## src/rtl/mem_bank.sv

```systemverilog
// rtl/mem_bank.sv - DEPTH x WIDTH register bank with write ack, registered read and sequenced bulk clear
module mem_bank #(
    parameter int                 WIDTH   = 6,
    parameter int                 DEPTH   = 8,
    parameter logic [WIDTH-1:0]   RST_VAL = {WIDTH{1'b1}},
    parameter bit                 BYPASS  = 1'b1,
    localparam int                AW      = $clog2(DEPTH)
) (
    input  logic             in_clk,
    input  logic             in_rst,
    input  logic             mem_wrt_en,
    input  logic [AW-1:0]    in_wrt_addr,
    input  logic [WIDTH-1:0] in_mem,
    output logic             mem_wrt_rd,
    input  logic             in_rd_en,
    input  logic [AW-1:0]    in_rd_addr,
    output logic [WIDTH-1:0] out_mem,
    output logic             out_rd_vld,
    input  logic             in_clr,
    output logic             out_busy,
    output logic             out_err
);

    typedef enum logic {IDLE, CLEAR} state_t;

    localparam logic [AW:0]   DEPTH_W  = (AW+1)'(DEPTH);
    localparam logic [AW-1:0] LAST_PTR = AW'(DEPTH - 1);

    state_t            state_q, state_d;
    logic [AW-1:0]     ptr_q, ptr_d;
    logic [WIDTH-1:0]  mem_q [DEPTH];
    logic [WIDTH-1:0]  rd_data_q, rd_data_d;
    logic              rd_vld_q, ack_q, err_q;

    logic idle, wr_addr_ok, rd_addr_ok, wr_req, wr_go, wr_bad, rd_go, collide;

    assign idle       = (state_q == IDLE);
    assign wr_addr_ok = ({1'b0, in_wrt_addr} < DEPTH_W);
    assign rd_addr_ok = ({1'b0, in_rd_addr} < DEPTH_W);
    // A clear request in the same cycle swallows the write silently.
    assign wr_req     = idle && mem_wrt_en && !in_clr;
    assign wr_go      = wr_req && wr_addr_ok;
    assign wr_bad     = wr_req && !wr_addr_ok;
    assign rd_go      = idle && in_rd_en;
    assign collide    = wr_go && rd_addr_ok && (in_rd_addr == in_wrt_addr);

    always_comb begin
        rd_data_d = rd_data_q;
        if (rd_go) begin
            if (!rd_addr_ok)
                rd_data_d = RST_VAL;
            else if (BYPASS && collide)
                rd_data_d = in_mem;
            else
                rd_data_d = mem_q[in_rd_addr];
        end
    end

    always_comb begin
        state_d = state_q;
        ptr_d   = ptr_q;
        case (state_q)
            IDLE: begin
                if (in_clr) begin
                    state_d = CLEAR;
                    ptr_d   = '0;
                end
            end
            CLEAR: begin
                ptr_d = ptr_q + 1'b1;
                if (ptr_q == LAST_PTR) begin
                    state_d = IDLE;
                    ptr_d   = '0;
                end
            end
            default: begin
                state_d = IDLE;
                ptr_d   = '0;
            end
        endcase
    end

    always_ff @(posedge in_clk or negedge in_rst) begin
        if (!in_rst) begin
            state_q <= IDLE;
            ptr_q   <= '0;
        end else begin
            state_q <= state_d;
            ptr_q   <= ptr_d;
        end
    end

    always_ff @(posedge in_clk or negedge in_rst) begin
        if (!in_rst) begin
            for (int i = 0; i < DEPTH; i++)
                mem_q[i] <= RST_VAL;
        end else if (state_q == CLEAR) begin
            mem_q[ptr_q] <= RST_VAL;
        end else if (wr_go) begin
            mem_q[in_wrt_addr] <= in_mem;
        end
    end

    always_ff @(posedge in_clk or negedge in_rst) begin
        if (!in_rst) begin
            rd_data_q <= RST_VAL;
            rd_vld_q  <= 1'b0;
            ack_q     <= 1'b0;
            err_q     <= 1'b0;
        end else begin
            rd_data_q <= rd_data_d;
            rd_vld_q  <= rd_go;
            ack_q     <= wr_go;
            err_q     <= wr_bad || (rd_go && !rd_addr_ok);
        end
    end

    assign out_mem    = rd_data_q;
    assign out_rd_vld = rd_vld_q;
    assign mem_wrt_rd = ack_q;
    assign out_err    = err_q;
    assign out_busy   = (state_q == CLEAR);

endmodule

```

## config.mk

```make
export PLATFORM = sky130hd
export DESIGN_NAME = mem_bank
export DESIGN_NICKNAME = d
export VERILOG_FILES = /design/src/rtl/mem_bank.sv
export SDC_FILE = /design/constraint.sdc
export NUM_CORES = 1
export LEC_CHECK = 0
export ABC_AREA = 1
export BUFFER_PORTS_ARGS = -buffer_cell sky130_fd_sc_hd__buf_4
export CORE_AREA = 3 3 104 106
export DETAILED_ROUTE_END_ITERATION = 16
export DIE_AREA = 0 0 107 109
export GPL_ROUTABILITY_DRIVEN = 0
export SYNTH_ARGS = -nofsm -noshare
export SYNTH_HDL_FRONTEND = slang
export SYNTH_SLANG_ARGS = --single-unit
```

## constraint.sdc

```tcl
create_clock -name in_clk -period 1.7 [get_ports in_clk]
set_clock_uncertainty 0.1 [all_clocks]
set_input_delay 0.34 -clock in_clk [delete_from_list [all_inputs] [get_ports in_clk]]
set_output_delay 0.34 -clock in_clk [all_outputs]
set_load 0.02 [all_outputs]
```

==> flow_summary_export.csv <==
group,metric,value,unit
floorplanning,start_util,35.1,%
logic_synthesis,yosysSeqAreaShare,45.3,%
final_layout,final_common_cell,"inv_1",
drt,postRouteAntennaNets,0,
clock_network,clock_path_buffers,2,
min_path,hold_class,"input port to flip-flop",
timing,fin_crit_sh,92.1,%
drt,first_pass_iters,4,
logic_synthesis,ys_types,30,
global_route,met2_usage,25.3,%
drt,routedWlPerCell,14.3,um
critical_path,crit_fanout,8,
timing,rsz0062_at_grt,"false",
critical_path,criticalPathCategory,"flip-flop to output port",
global_route,grt_util_met1,22.9,%
final_layout,drive_gt1_share,27.2,%
logic_synthesis,synth_nets,468,
timing,max_freq,639,MHz
clock_network,insertion_delay,350,ps
timing,finalHoldViolations,0,
final_layout,syn_to_final_growth,14.7,%
timing,setup-violations-final,0,
final_layout,finalNetCount,499,
timing,fin_crit,1570,ps
logic_synthesis,syn_avg_cell_area,7.72,um2
global_route,antenna_found_initial,0,
floorplanning,io_pins,27,
global_route,busiest_layer,"met2",
timing,fin_tns_setup,0,ps
drt,vias_per_cell,4.74,
floorplanning,dieArea,11700,um2
global_route,grt_pass1_wl,14.9,mm
final_layout,final_cell_mix,"inv_1, nand2_1, dfstp_2, nand3_1, buf_4",
global_route,grtUsageTotal,16.7,%
drt,num_vias,2928,
pwr,power.density,1270,nW/um2
placement,numPortBuffers,25,
global_route,grt_max_degree,34,
global_route,grt.overflow.total,0,
pwr,leakage,1.99,nW
critical_path,cp-end-kind,"output port",
final_layout,n_fill_cell,1033,
placement,place_hpwl,6.60,mm
critical_path,crit_arrival,1130,ps
final_layout,multiInputGateArea,1360,um2
clock_network,cts_buffers,9,
clock_network,ctsResizeCount,0,
final_layout,regArea,1570,um2
critical_path,required,1260,ps
job,cap_violations,0,
logic_synthesis,syn_area,3460,um2
clock_network,root_buffer,"clkbuf_8",
run_status,status,"finished, final reports clean",
logic_synthesis,synth.area.top_cells,"dfstp_2, inv_1, nand2_1",
logic_synthesis,netlist.area_leader.share,41.0,%
placement,placed_cells,601,
floorplanning,core-area,9860,um2
clock_network,cts_num_sinks,60,
drt,drt_iter0_drc,242,
logic_synthesis,yosys.area.top_type,"dfstp_2",
clock_network,htreeDepth,3,
floorplanning,dieWidth,107,um
critical_path,crit_path_start_kind,"flip-flop",
floorplanning,die_h,109,um
logic_synthesis,synth_seq_cells,60,
logic_synthesis,synthCells,449,
global_route,grt_pass1_vias,2963,
pwr,ir_worst_vdd,672,uV
clock_network,clk_pin_slew,70,ps
drt,routed_wl,8.85,mm
timing,slew_viol_final,0,
global_route,use_met3,3.91,%
final_layout,diodes,0,
logic_synthesis,ys_warn_count,0,
drt,post-route-drc-count,0,
clock_network,cts_tree,"built",
floorplanning,core.rowCount,36,
final_layout,final_cells,618,
repair_timing:
action	4_1_cts	5_1_grt
hold endpoints to repair	5	0
hold buffers	1	0
buffers inserted	0	0
synthesized netlist by cell type:
master / n
conb_1: 1
buf_2: 7
dfrtp_1: 6
a21oi_4: 4
a31oi_1: 6
nand2_1: 101
nor2_1: 15
nand4_2: 1
nor3_2: 3
o21ai_0: 4
inv_1: 111
nor2_4: 3
nor2_2: 3
a21oi_2: 7
nand3_1: 52
o21ai_1: 30
buf_8: 1
nor3_1: 7
nand3_4: 1
inv_4: 1
nand4_1: 1
a22o_1: 12
dfstp_2: 54
ha_1: 2
nand2_2: 6
inv_8: 1
clkbuf_1: 2
buf_6: 2
buf_4: 2
inv_2: 3
cells by family (layout without fill, tap and decap cells):
kind of cell	count (synthesis)	after routing	synth area share [%]
buf+inv	130	166	15.6
flops	60	60	45.3
simple gates	193	193	25.6
fa+ha+maj	2	2	0.722
compound gates	63	63	12.7
other cells	1	1	0.108
per-layer routing:
metal / up-vias / share of wire [%]
li1: 1436 / -
met4: 0 / 2.4
met3: 19 / 5.6
met1: 1390 / 48
met2: 83 / 44
met5: - / 0
state kept, by name (all words and copies together), names as in the netlist:
register    cells
out_busy        1
ptr_q           3
mem_wrt_rd      1
out_rd_vld      1
mem_q          48
out_mem         6
critical path, stage by stage (launching register included):
cell     delay [ps]
dfrtp_1         440
buf_4           190
buf_4           160
per-stage QoR:
| stage | utilization (%) | setup WS (ps) | power [mW] | hold slack (ps) | instance area [um2] |
|---|---|---|---|---|---|
| floorplan | - | 219 | 3.42 | -55.6 | 3460 |
| global placement | 38.6 | 176 | 3.95 | 189 | 3810 |
| detailed placement | 38.6 | 124 | 4.00 | 192 | 3810 |
| CTS | 40.3 | 120 | 5.09 | 193 | 3970 |
| global route | 40.3 | 78.2 | 5.42 | 213 | 3970 |
| finish | 40.3 | 134 | 5.05 | 208 | 3970 |
worst paths after layout:
check	start	endpoint	slack, ps	cells past startpoint
worst max-delay path	out_busy	out_busy	130	2
worst min-delay path	in_mem[2]	mem_q[2]	210	3
worst max register to register	out_busy	mem_q[4]	180	5
worst min register to register	mem_q[0]	mem_q[0]	390	2
max in group asynchronous	in_rst	mem_q[27]	560	3
min in group asynchronous	in_rst	ptr_q[1]	380	2
report_power, final:
group | internal (mW) | leakage (nW) | switching [mW] | total [mW]
registers | 2.02 | 0.643 | 0.168 | 2.19
clock network | 0.523 | 0.0812 | 0.551 | 1.07
logic | 0.653 | 1.27 | 1.13 | 1.78
final cells by class:
cell class | instances | area share (%)
Clock buffer | 13 | 3.50
Timing Repair Buffer | 34 | 7.12
Multi-Input combinational cell | 259 | 34.1
Sequential cell | 60 | 39.5
Tap cell | 133 | 4.19
Inverter | 116 | 11.2
Clock inverter | 3 | 0.378
Note: power is estimated with default switching activity, not from simulation.
